$ cat src/rtl/pe_pkg.sv
// rtl/pe_pkg.sv - shared mode encodings and signed saturation helpers for the PE family
package pe_pkg;

    typedef enum logic [1:0] {
        MODE_IDLE       = 2'b00,
        MODE_WS_LOAD    = 2'b01,
        MODE_OS         = 2'b10,
        MODE_WS_COMPUTE = 2'b11
    } pe_mode_e;

    // Arithmetic is widened to this width before clipping, so callers need width < WIDE_W.
    localparam int WIDE_W = 64;
    typedef logic signed [WIDE_W-1:0] wide_t;

    function automatic wide_t sat_max(input int w);
        return (wide_t'(1) <<< (w - 1)) - wide_t'(1);
    endfunction

    function automatic wide_t sat_min(input int w);
        return -(wide_t'(1) <<< (w - 1));
    endfunction

    function automatic logic sat_hit(input wide_t x, input int w);
        return (x > sat_max(w)) || (x < sat_min(w));
    endfunction

    function automatic wide_t sat_clip(input wide_t x, input int w);
        if (x > sat_max(w)) begin
            return sat_max(w);
        end
        if (x < sat_min(w)) begin
            return sat_min(w);
        end
        return x;
    endfunction

endpackage

$ cat src/rtl/pe_requant.sv
// rtl/pe_requant.sv - combinational round-half-up, arithmetic right shift, saturate to OUT_W
module pe_requant
    import pe_pkg::*;
#(
    parameter int IN_W  = 20,
    parameter int OUT_W = 8,
    parameter int SHIFT = 4
) (
    input  logic [IN_W-1:0]  din,
    output logic [OUT_W-1:0] dout
);

    localparam wide_t ROUND = (SHIFT == 0) ? wide_t'(0)
                                           : (wide_t'(1) <<< ((SHIFT > 0) ? SHIFT - 1 : 0));

    wide_t din_ext;
    wide_t shifted;

    always_comb begin
        din_ext = wide_t'($signed(din));
        shifted = (din_ext + ROUND) >>> SHIFT;
        dout    = OUT_W'(sat_clip(shifted, OUT_W));
    end

endmodule

$ cat src/rtl/pe_flex.sv
// rtl/pe_flex.sv - flexible systolic PE: weight-stationary / output-stationary MAC with drain chain
module pe_flex
    import pe_pkg::*;
#(
    parameter int DATA_W = 8,
    parameter int ACC_W  = 20,
    parameter int OUT_W  = 8,
    parameter int SHIFT  = 4
) (
    input  logic              clk,
    input  logic              rst,
    input  logic [1:0]        mode,
    input  logic              w_swap,
    input  logic              acc_clr,
    input  logic [DATA_W-1:0] data_in,
    input  logic              data_vld_in,
    input  logic [ACC_W-1:0]  ws_in,
    input  logic              ws_vld_in,
    input  logic              drain_load,
    input  logic              drain_shift,
    input  logic [OUT_W-1:0]  drain_in,
    input  logic              drain_vld_in,
    output logic [DATA_W-1:0] data_out,
    output logic              data_vld_out,
    output logic [ACC_W-1:0]  ws_out,
    output logic              ws_vld_out,
    output logic [OUT_W-1:0]  drain_out,
    output logic              drain_vld_out,
    output logic [ACC_W-1:0]  acc_out,
    output logic              sat_flag
);

    pe_mode_e          mode_e, mode_q, mode_d;
    logic [DATA_W-1:0] data_q, data_d;
    logic              data_vld_q, data_vld_d;
    logic [ACC_W-1:0]  ws_q, ws_d;
    logic              ws_vld_q, ws_vld_d;
    logic [OUT_W-1:0]  drain_q, drain_d;
    logic              drain_vld_q, drain_vld_d;
    logic [ACC_W-1:0]  acc_q, acc_d;
    logic              sat_q, sat_d;
    logic [DATA_W-1:0] w_shadow_q, w_shadow_d;
    logic [DATA_W-1:0] w_active_q, w_active_d;
    logic              shadow_full_q, shadow_full_d;

    logic                       mode_stable;
    logic                       mac_fire;
    logic [DATA_W-1:0]          mult_b;
    logic signed [2*DATA_W-1:0] prod;
    wide_t                      addend;
    wide_t                      sum;
    logic [ACC_W-1:0]           sum_sat;
    logic                       sum_ovf;
    logic [OUT_W-1:0]           requant_val;

    pe_requant #(
        .IN_W  (ACC_W),
        .OUT_W (OUT_W),
        .SHIFT (SHIFT)
    ) u_requant (
        .din  (acc_q),
        .dout (requant_val)
    );

    // One multiplier/adder is shared: OS multiplies by the streamed weight and adds to acc,
    // WS_COMPUTE multiplies by the active weight and adds to the incoming partial sum.
    always_comb begin
        mode_e      = pe_mode_e'(mode);
        mode_stable = (mode_e == mode_q);
        mac_fire    = data_vld_in && ws_vld_in;
        mult_b      = (mode_e == MODE_OS) ? ws_in[DATA_W-1:0] : w_active_q;
        prod        = $signed(data_in) * $signed(mult_b);
        if (mode_e == MODE_OS) begin
            addend = acc_clr ? wide_t'(0) : wide_t'($signed(acc_q));
        end else begin
            addend = wide_t'($signed(ws_in));
        end
        sum     = addend + wide_t'(prod);
        sum_sat = ACC_W'(sat_clip(sum, ACC_W));
        sum_ovf = sat_hit(sum, ACC_W);
    end

    always_comb begin
        mode_d        = mode_e;
        data_d        = data_q;
        data_vld_d    = 1'b0;
        ws_d          = ws_q;
        ws_vld_d      = 1'b0;
        drain_d       = drain_q;
        drain_vld_d   = drain_vld_q;
        acc_d         = acc_q;
        sat_d         = sat_q;
        w_shadow_d    = w_shadow_q;
        w_active_d    = w_active_q;
        shadow_full_d = shadow_full_q;

        if (w_swap) begin
            w_active_d = w_shadow_q;
        end
        if (acc_clr) begin
            acc_d = '0;
            sat_d = 1'b0;
        end

        // The cycle in which mode differs from mode_q is a bubble for the datapath.
        if (mode_stable) begin
            case (mode_e)
                MODE_WS_LOAD: begin
                    if (ws_vld_in) begin
                        w_shadow_d    = ws_in[DATA_W-1:0];
                        shadow_full_d = 1'b1;
                        ws_d          = ACC_W'($signed(w_shadow_q));
                        ws_vld_d      = shadow_full_q;
                    end
                end
                MODE_WS_COMPUTE: begin
                    data_d     = data_in;
                    data_vld_d = data_vld_in;
                    if (mac_fire) begin
                        ws_d     = sum_sat;
                        ws_vld_d = 1'b1;
                        sat_d    = sat_d | sum_ovf;
                    end
                end
                MODE_OS: begin
                    data_d     = data_in;
                    data_vld_d = data_vld_in;
                    ws_d       = ws_in;
                    ws_vld_d   = ws_vld_in;
                    if (mac_fire) begin
                        acc_d = sum_sat;
                        sat_d = sat_d | sum_ovf;
                    end
                end
                default: begin
                end
            endcase
        end

        if (drain_load) begin
            drain_d     = requant_val;
            drain_vld_d = 1'b1;
        end else if (drain_shift) begin
            drain_d     = drain_in;
            drain_vld_d = drain_vld_in;
        end
    end

    always_ff @(posedge clk or posedge rst) begin
        if (rst) begin
            mode_q        <= MODE_IDLE;
            data_q        <= '0;
            data_vld_q    <= 1'b0;
            ws_q          <= '0;
            ws_vld_q      <= 1'b0;
            drain_q       <= '0;
            drain_vld_q   <= 1'b0;
            acc_q         <= '0;
            sat_q         <= 1'b0;
            w_shadow_q    <= '0;
            w_active_q    <= '0;
            shadow_full_q <= 1'b0;
        end else begin
            mode_q        <= mode_d;
            data_q        <= data_d;
            data_vld_q    <= data_vld_d;
            ws_q          <= ws_d;
            ws_vld_q      <= ws_vld_d;
            drain_q       <= drain_d;
            drain_vld_q   <= drain_vld_d;
            acc_q         <= acc_d;
            sat_q         <= sat_d;
            w_shadow_q    <= w_shadow_d;
            w_active_q    <= w_active_d;
            shadow_full_q <= shadow_full_d;
        end
    end

    assign data_out      = data_q;
    assign data_vld_out  = data_vld_q;
    assign ws_out        = ws_q;
    assign ws_vld_out    = ws_vld_q;
    assign drain_out     = drain_q;
    assign drain_vld_out = drain_vld_q;
    assign acc_out       = acc_q;
    assign sat_flag      = sat_q;

endmodule
$ cat config.mk
export PLATFORM = sky130hd
export DESIGN_NAME = pe_flex
export DESIGN_NICKNAME = d
export VERILOG_FILES = /design/src/rtl/pe_pkg.sv /design/src/rtl/pe_requant.sv /design/src/rtl/pe_flex.sv
export SDC_FILE = /design/constraint.sdc
export NUM_CORES = 1
export LEC_CHECK = 0
export CAP_MARGIN = 20
export CORE_MARGIN = 4
export CORE_UTILIZATION = 50
export DETAILED_ROUTE_END_ITERATION = 16
export GPL_ROUTABILITY_DRIVEN = 0
export PLACE_DENSITY = 0.79
export SETUP_SLACK_MARGIN = 0.05
export SYNTH_ARGS = -nofsm -noshare
export SYNTH_HDL_FRONTEND = slang
export SYNTH_HIERARCHICAL = 1
export SYNTH_SLANG_ARGS = --single-unit
$ cat constraint.sdc
create_clock -name clk -period 9.25 [get_ports clk]
set_input_delay 1.85 -clock clk [delete_from_list [all_inputs] [get_ports clk]]
set_output_delay 1.85 -clock clk [all_outputs]
set_load 0.01 [all_outputs]
Yosys cells after proc, flatten, opt, wreduce, memory -nomap -nowiden. Cells that the tools add are included.

Add/subtract/negate cells: 2. Multiply operators: 1. Div/mod/pow operators: 0. Magnitude comparators: 4. Eq/ne operators: 6. Shifts and indexed selects: 0. Muxes and demuxes: 38. Bitwise logic cells: 1. Reduce and logical (&&, ||, !) cells: 8.

Operator list (count): two-way mux 20 bit (10); two-way mux 64 bit (2); adder 64 x 16 -> 64 bit (1); greater-than comparator 64 x 20 -> 1 bit (second input constant) (1); less-than comparator 64 x 20 -> 1 bit (second input constant) (1); one-hot mux 20 bit (3 select lines) (1); two-way mux 8 bit (7); adder 20 x 5 -> 21 bit (second input constant) (1); greater-than comparator 17 x 8 -> 1 bit (second input constant) (1); less-than comparator 17 x 8 -> 1 bit (second input constant) (1); two-way mux 1 bit (17); multiplier 8 x 8 -> 16 bit (1); == test 2 bit (second input constant) (2); inequality test 2 bit (second input constant) (2); AND reduction 4 bit (1); one-hot mux 1 bit (3 select lines) (1); AND reduction 3 bit (1); nonzero test 3 bit (1); == test 2 x 1 -> 1 bit (second input constant) (1); == test 2 bit (1); AND reduction 2 bit (1); nonzero test 2 bit (1); OR reduction 2 bit (1); logical AND 1 bit (1); other kinds (2) (2).

Flip-flop bits (word level): 79. Bits in latches: 0. Memory bits (writable): 0. Bits in read-only memories: 0. Input bits: 47. Word-level logic and storage cells: 72. Memories: 0.

Longest topological paths before layout. Gate-level depths: netlist of the first run.

Depth in word-level cells: 12. Depth in mapped cells: 35. Depth with buffers taken out: 30.

Cells and area by module. Netlist of the first run, hierarchy kept.

Modules (own cells, without submodules): pe_flex (instances 1, cells an instance 929, area each 8609.5 µm², seq. area each 1976.9 µm²); pe_requant (instances 1, cells an instance 68, area each 496.7 µm², seq. area each 0.0 µm²).

Worst setup path before layout of the first run. OpenSTA, ideal clock, no wires.

Path type: input to register. Start point: in mode[1]. End point: reg ws_q[10] (netlist: ws_out[10]). Library setup time: 0.082 ns. Arrival time: 9.636 ns. Slack: -0.468 ns. Stages on the path: 31. Buffers on the path: 4. Path through: clkbuf_1 > nor2b_1 > clkbuf_1 > clkbuf_1 > nand2_1 > nand2_1 > nand2_1 > fa_1 > inv_1 > fa_1 > inv_1 > fa_1 > inv_1 > fa_1 > ha_1 > ha_1 > a21oi_1 > a21boi_1 > o21ai_1 > a21boi_0 > o21ai_0 > ha_1 > or4_1 > or3_1 > o21ai_1 > nand4_1 > and4bb_1 > a311o_1 > buf_2 > nand4_1 > a31oi_1.

Cells in the longest elaborated chain, start to end: 11.

Ends and longest elaborated chain: start: declaration (RTL line pe_flex.sv:12) `input logic [1:0] mode,`; == test 2 bit (RTL line pe_flex.sv:71, pe_flex.sv:73, pe_flex.sv:107); two-way mux 8 bit (RTL line pe_flex.sv:71) `mult_b = (mode_e == MODE_OS) ? ws_in[DATA_W-1:0] : w_active_q;`; multiplier 8 x 8 -> 16 bit (RTL line pe_flex.sv:72) `prod = $signed(data_in) * $signed(mult_b);`; adder 64 x 16 -> 64 bit (RTL line pe_flex.sv:78) `sum = addend + wide_t'(prod);`; less-than comparator 64 x 20 -> 1 bit (RTL line pe_pkg.sv:31) `if (x < sat_min(w)) begin`; two-way mux 1 bit (2 in a row) (RTL line pe_pkg.sv:31); two-way mux 20 bit (RTL line pe_pkg.sv:34) `return x;`; two-way mux 20 bit (RTL line pe_pkg.sv:31); two-way mux 20 bit (RTL line pe_flex.sv:119) `if (mac_fire) begin`; one-hot mux 20 bit (3 select lines) (RTL line pe_flex.sv:107) `case (mode_e)`; end signal: assignment (RTL line pe_flex.sv:167) `ws_q <= ws_d;`; end: declaration (RTL line pe_flex.sv:36) `logic [ACC_W-1:0] ws_q, ws_d;`.

Parallel ways exist; a longest one is shown, timed or not. The select of a mux whose other input is x is not followed. A chain may end at the register's enable or synchronous reset.

Worst setup path after layout of the first run.
Start point: in acc_clr. End point: reg acc_q[0] (netlist: acc_out[0]).

Cells in the longest elaborated chain, start to end: 11.

Ends and longest elaborated chain: start: declaration (RTL line pe_flex.sv:14) `input logic acc_clr,`; two-way mux 64 bit (RTL line pe_flex.sv:74) `addend = acc_clr ? wide_t'(0) : wide_t'($signed(acc_q));`; two-way mux 64 bit (RTL line pe_flex.sv:73) `if (mode_e == MODE_OS) begin`; adder 64 x 16 -> 64 bit (RTL line pe_flex.sv:78); less-than comparator 64 x 20 -> 1 bit (RTL line pe_pkg.sv:31); two-way mux 1 bit (2 in a row) (RTL line pe_pkg.sv:31); two-way mux 20 bit (RTL line pe_pkg.sv:34); two-way mux 20 bit (RTL line pe_pkg.sv:31); two-way mux 20 bit (RTL line pe_flex.sv:130) `if (mac_fire) begin`; two-way mux 20 bit (RTL line pe_flex.sv:107); two-way mux 20 bit (*) (RTL line pe_flex.sv:106) `if (mode_stable) begin`; via acc_d[0] (RTL line pe_flex.sv:40) `logic [ACC_W-1:0] acc_q, acc_d;`; end signal: assignment (RTL line pe_flex.sv:158) `acc_q <= '0;`; end signal: assignment (RTL line pe_flex.sv:171) `acc_q <= acc_d;`; end: declaration (RTL line pe_flex.sv:40).

The timed path passes the listed nets; every way through them passes the cells marked *. The select of a mux whose other input is x is not followed.

==> flow_metrics.py, run 1 <==
metrics = {
    "clock_network": {
        "htreeDepth": 3,
        "clock_latency_ps": 350,
        "clkTransAtPathRegs_ps": 60,
        "ctsLongestPathBuffers": 2,
        "cts_buffers": 9,
        "cts_tree": "yes",
        "cts.sinks": 79,
        "clockRootBuffer": "clkbuf_16",
    },
    "sta": {
        "fin_crit_ps": 9417,
        "layout_setup_ws_ps": -167.0,
        "rsz0062_at_grt": "true",
        "whs_ps": 506.3,
        "report.final.slew_viol_count": 0,
        "hold_viol_final": 0,
        "finalCritPeriodShare_pct": 101.8,
        "worst_pin_slew_ps": 876.1,
        "fin_tns_setup_ps": -1540,
        "finClkSkew_ps": 12.98,
        "fmax_ghz": 0.1062,
        "relSlewSlack_pct": 41.59,
        "finalSetupViolations": 26,
    },
    "die": {
        "die_y_microns": 143.0,
        "io_pins": 107,
        "initial_core_util_pct": 50.69,
        "die-area_sq_um": 20440,
        "chipWidth_microns": 143.0,
        "core_sq_um": 17960,
        "fp-row-count": 49,
    },
    "logic_synthesis": {
        "synth.avg_cell_area_sq_um": 9.134,
        "synth_xor_area_share_pct": 2.789,
        "async_flop_share_pct": 100.0,
        "synth_fa_ha_area_share_pct": 29.76,
        "synth-compound-area-share_pct": 14.04,
        "ys.flop_type": "dfrtp_1",
        "synth_area_leaders": "dfrtp_1 22%, fa_1 21%, ha_1 8.7%",
        "ys_types": 76,
        "synth_top_area_cell": "dfrtp_1",
        "synthesis.area_sq_um": 9106,
        "synth_top_family_by_area": "adder cells",
        "ys.warnings.count": 6,
        "ys_ff_latch": 79,
        "synth.mux.area_fraction_pct": 4.397,
        "synth.net_count": 1203,
        "synth_edf_count": 0,
        "synthCells": 997,
        "yosys.area_share.simple_pct": 20.09,
        "yosysSeqAreaShare_pct": 21.71,
        "yosysTopAreaCellShare_pct": 21.71,
    },
    "worst_setup_path": {
        "rr_worst_depth": 26,
        "cp_data_arrival_time_ps": 9660,
        "slowest_stage": "nor3b_1",
        "worstPathRequired_ps": 9500,
        "cp_max_fo": 6,
        "critPathBufInv": 5,
        "cpPeakStageDelay_ps": 550,
        "worstSetupStartpointType": "input port",
        "end_kind": "flop",
        "worstSetupPathDepth": 28,
        "crit_type": "input port to flop",
        "r2r_setup_slack_ps": 1320,
        "cpLargestDelayFamily": "adder cells",
    },
    "grt": {
        "track_usage_pct": 27.48,
        "overflow": 0,
        "antenna_found_initial": 1,
        "grt_pass1_vias": 8891,
        "grt_max_degree": 80,
        "grt_pass1_wl_microns": 44790,
    },
    "cells_and_area": {
        "final_cells": 1475,
        "fin_util_pct": 69.69,
        "ff_latch_area_sq_um": 1977,
        "syn2layout_area_growth_pct": 37.48,
        "multi_input_area_sq_um": 6905,
        "diodes": 0,
        "drive_gt1_share_pct": 26.24,
        "fill_cells": 1233,
        "fin_nets": 1448,
    },
    "detailed_routing": {
        "num_vias": 9147,
        "drc": 0,
        "routed_via_density": 6.201,
        "wl_per_cell_microns": 21.33,
        "routed_wl_microns": 31470,
        "first_iter_violations": 1106,
        "firstDrtPassIters": 8,
        "final_antenna_net_count": 0,
    },
    "place": {
        "dp_hpwl_microns": 20760,
        "port_buffers": 106,
        "dp_cells": 1425,
    },
    "run": {
        "drv_cap": 0,
    },
    "status": {
        "violations": "setup timing",
        "run_status": "complete, but fails checks",
    },
    "min_path": {
        "min-delay-path-class": "flop to flop",
        "whs_path_depth": 1,
    },
}
==> state kept, by name, summed over array words and instances (netlist names) <==
name	count
ws_out	20
data_vld_out	1
w_shadow_q	8
drain_vld_out	1
w_active_q	8
shadow_full_q	1
drain_out	8
sat_flag	1
mode_q	2
ws_vld_out	1
acc_out	20
data_out	8
==> placed cells by master, fill, tap and decap left out, types with 9 or more instances in the layout <==
cell | netlist | routed
buf_4 | 3 | 155
nand3b_1 | 19 | 19
nand3_1 | 14 | 14
nand2_1 | 91 | 75
nor3b_1 | 18 | 10
and2_1 | 20 | 19
fa_1 | 96 | 90
a21oi_1 | 69 | 59
clkdlybuf4s50_1 | 0 | 100
a21oi_2 | 5 | 15
xnor2_1 | 19 | 19
xor2_1 | 10 | 10
ha_1 | 63 | 54
inv_1 | 107 | 103
nor2_1 | 60 | 60
buf_6 | 4 | 13
nor2b_1 | 26 | 24
nand2_2 | 0 | 9
o21ai_1 | 12 | 13
mux2i_1 | 13 | 12
mux2_2 | 24 | 24
nand4_1 | 36 | 36
dfrtp_1 | 79 | 79
clkbuf_16 | 0 | 11
o21ai_0 | 27 | 25
a31oi_1 | 13 | 12
o31ai_1 | 19 | 17
==> kinds of logic (layout without fill, tap and decap cells) <==
group / count (synthesis) / in the layout
and+or+nand+nor: 338 / 338
muxes: 37 / 37
buffers and inverters: 159 / 408
DFF: 79 / 79
adders and majority gates: 159 / 159
xor gates and xnor gates: 29 / 29
AOI/OAI and AO/OA: 196 / 196
==> layer usage <==
metal / up-vias / GRT usage [%] / part of all wire (%)
li1: 3926 / - / -
met3: 166 / 3.650 / 8.8
met1: 4444 / 34.80 / 36
met2: 611 / 46.69 / 48
met5: - / 0 / 0
met4: 0 / 13.01 / 6.3
==> worst reg2reg max path: cells and delay by family (launching register included) <==
family	cells	cell delay, ps
simple gates	7	2360
compound gates	8	1510
mux	1	190
buf+inv	3	360
fa+ha+maj	7	2830
flops	1	560
==> area by class of cell <==
cell class / instances / share of cell area [%]
clock buffer: 10 / 1.829
clock inverter: 5 / 0.6596
inverter: 107 / 3.218
multi-input combinational: 759 / 55.16
sequential: 79 / 15.79
tap: 229 / 2.289
timing repair buffer: 286 / 21.06
==> timing repair <==
item | 4_1_cts | 5_1_grt
resized for setup | 34 | 87
hold buffers | 0 | 0
setup endpoints to repair | 39 | 39
gates cloned | 2 | 3
pin swaps | 22 | 57
setup buffers | 13 | 15
==> metrics by stage <==
| stage | setup WS (ps) | cell area [sq um] |
|---|---|---|
| after CTS | 92.09 | 12000 |
| after global routing | -281.3 | 12520 |
| after detailed placement | -795.9 | 11390 |
| after global placement | -596.5 | 11390 |
| after floorplan | 57.86 | 9131 |
| final | -167.0 | 12520 |
==> cell usage after synthesis, types with 4 or more instances <==
| cell | instances |
|---|---|
| xor2_1 | 10 |
| o21ai_0 | 27 |
| mux2_2 | 24 |
| clkbuf_1 | 29 |
| nor3_1 | 8 |
| nand4_1 | 36 |
| a21oi_1 | 69 |
| nor2_1 | 60 |
| and2_1 | 20 |
| o211ai_1 | 5 |
| a41oi_1 | 9 |
| o21ai_1 | 12 |
| nand3_1 | 14 |
| nand2_1 | 91 |
| buf_2 | 9 |
| or2_2 | 10 |
| nand2b_1 | 6 |
| or3_1 | 4 |
| buf_1 | 6 |
| nor4_1 | 6 |
| nand3b_1 | 19 |
| nor3b_1 | 18 |
| nor2b_1 | 26 |
| o31ai_1 | 19 |
| fa_1 | 96 |
| a31oi_1 | 13 |
| buf_6 | 4 |
| inv_1 | 107 |
| a21oi_2 | 5 |
| xnor2_1 | 19 |
| mux2i_1 | 13 |
| and3_1 | 5 |
| dfrtp_1 | 79 |
| ha_1 | 63 |
==> worst paths after layout <==
check | from | end
max | acc_clr | acc_out[0]
min | data_out[3] | data_out[3]
max reg2reg | acc_out[5] | acc_out[0]
min reg2reg | data_out[3] | data_out[3]
max in group asynchronous | rst | w_active_q[2]
min in group asynchronous | rst | drain_out[2]
Power of run 1 is left out: the tool's default activity adds up to more than one toggle a clock period on the data nets, which glitch-free logic cannot reach.
==> run 2, diff against run 1 <==
--- a/config.mk
+++ b/config.mk
@@ -6,12 +6,10 @@
 export NUM_CORES = 1
 export LEC_CHECK = 0
 export CAP_MARGIN = 20
-export CORE_MARGIN = 4
 export CORE_UTILIZATION = 50
 export DETAILED_ROUTE_END_ITERATION = 16
 export GPL_ROUTABILITY_DRIVEN = 0
 export PLACE_DENSITY = 0.79
-export SETUP_SLACK_MARGIN = 0.05
 export SYNTH_ARGS = -nofsm -noshare
 export SYNTH_HDL_FRONTEND = slang
 export SYNTH_HIERARCHICAL = 1
==> flow_metrics.py, run 2 (same netlist as run 1, synthesis figures left out) <==
metrics = {
    "cells_and_area": {
        "ff_latch_area_sq_um": 1977,
        "fill_cells": 1235,
        "fin_nets": 1433,
        "drive_gt1_share_pct": 23.78,
        "mostFrequentLayoutCell": "buf_4",
        "diodes": 0,
        "syn2layout_area_growth_pct": 32.96,
        "multi_input_area_sq_um": 6745,
        "most-common-layout-cells": "155 x buf_4, 105 x inv_1, 101 x clkdlybuf4s50_1",
    },
    "die": {
        "die_y_microns": 137.0,
        "initial_core_util_pct": 51.93,
        "io_pins": 107,
        "chipWidth_microns": 137.0,
        "die-area_sq_um": 18760,
        "core_sq_um": 17540,
        "fp-row-count": 48,
    },
    "sta": {
        "hold_viol_final": 0,
        "fmax_ghz": 0.1069,
        "finalCritPeriodShare_pct": 101.1,
        "report.final.slew_viol_count": 0,
        "fin_crit_ps": 9354,
        "finalSetupViolations": 2,
        "whs_ps": 492.6,
        "worst_pin_slew_ps": 908.7,
        "finClkSkew_ps": 8.383,
        "layout_setup_ws_ps": -103.5,
        "relSlewSlack_pct": 39.42,
    },
    "worst_setup_path": {
        "crit_type": "input port to flop",
        "slowest_stage": "fa_2",
        "worstPathRequired_ps": 9490,
        "cp_max_fo": 16,
        "cp_data_arrival_time_ps": 9590,
        "cpPeakStageDelay_ps": 620,
        "end_kind": "flop",
        "worstSetupStartpointType": "input port",
    },
    "status": {
        "violations": "setup timing",
        "run_status": "complete, but fails checks",
    },
    "clock_network": {
        "cts_tree": "yes",
        "clkTransAtPathRegs_ps": 70,
        "ctsLongestPathBuffers": 2,
        "cts_buffers": 9,
        "cts.sinks": 79,
        "htreeDepth": 3,
        "clockRootBuffer": "clkbuf_16",
        "clock_latency_ps": 340,
        "cts_hold_buf": 0,
    },
    "grt": {
        "grt_pass1_vias": 8492,
        "grt_pass1_wl_microns": 42140,
        "antenna_found_initial": 0,
        "overflow": 0,
        "track_usage_pct": 29.01,
        "grt_max_degree": 80,
    },
    "detailed_routing": {
        "drc": 0,
        "firstDrtPassIters": 5,
        "routed_wl_microns": 28520,
        "final_antenna_net_count": 0,
        "wl_per_cell_microns": 19.57,
        "routed_via_density": 6.014,
        "first_iter_violations": 750,
        "num_vias": 8762,
    },
    "place": {
        "preCtsSetupSlack_ps": -752.1,
        "dp_hpwl_microns": 20640,
        "port_buffers": 106,
    },
    "min_path": {
        "min-delay-path-class": "flop to flop",
    },
    "run": {
        "drv_cap": 0,
    },
}
-- run 2: cell count changes in the layout (fill, tap and decap cells not counted), moves of 3 or more --
cell and delta:
nand2_1 +4, buf_12 -5, buf_6 -9, a21oi_1 +7, nor3b_4 -3, a21oi_2 -7
ha_1 +5, ha_4 -5
-- run 2: layout make-up --
type | count | area share, %
inverters | 107 | 3.327
well taps | 225 | 2.325
multi-input cells | 759 | 55.71
repair buffers | 271 | 19.78
flip-flops and latches | 79 | 16.33
clock buffers | 10 | 1.974
clock inverters | 6 | 0.5580
-- run 2: per-layer routing --
| layer | routed length (microns) | up-vias | track usage [%] |
|---|---|---|---|
| met5 | 0 | - | 0 |
| met4 | 1610 | 0 | 14.90 |
| met3 | 2162 | 121 | 4.259 |
| met2 | 13980 | 448 | 48.65 |
| met1 | 10760 | 4304 | 36.23 |
| li1 | - | 3889 | - |
-- run 2: worst max-delay path: cells and delay by family --
kind / cells / cell delay, ps
adder cells (fa/ha/maj): 7 / 3000
AND/OR/NAND/NOR: 10 / 2190
AO/OA/AOI/OAI: 7 / 1590
buffers and inverters: 5 / 960
-- run 2: per-stage QoR --
stage	setup TNS, ps	utilization, %	cell area, sq um	instances
global route	-3255	69.04	12110	1457
global placement	-18310	64.98	11390	1428
finish	-109.1	69.04	12110	1457
floorplan	0	-	9125	997
CTS	0	67.20	11790	1448
detailed placement	-25310	64.98	11390	1428
-- run 2: worst paths after layout --
kind                               start  slack, ps             to  cells past startpoint
max                             ws_in[1]       -100      ws_out[6]                     29
min                        shadow_full_q        490  shadow_full_q                      1
max reg2reg                   acc_out[6]       1410      ws_out[6]                     28
min reg2reg                shadow_full_q        490  shadow_full_q                      1
max in group asynchronous            rst       6870    data_out[1]                      4
min in group asynchronous            rst       1780  shadow_full_q                      3
-- run 2: repair_timing --
action | CTS | global route
gates resized for setup | 19 | 57
buffers inserted | 4 | 6
pin swaps | 14 | 28
setup endpoints to repair | 39 | 39
gates cloned | 0 | 1
Power of run 2 is left out for the same reason.
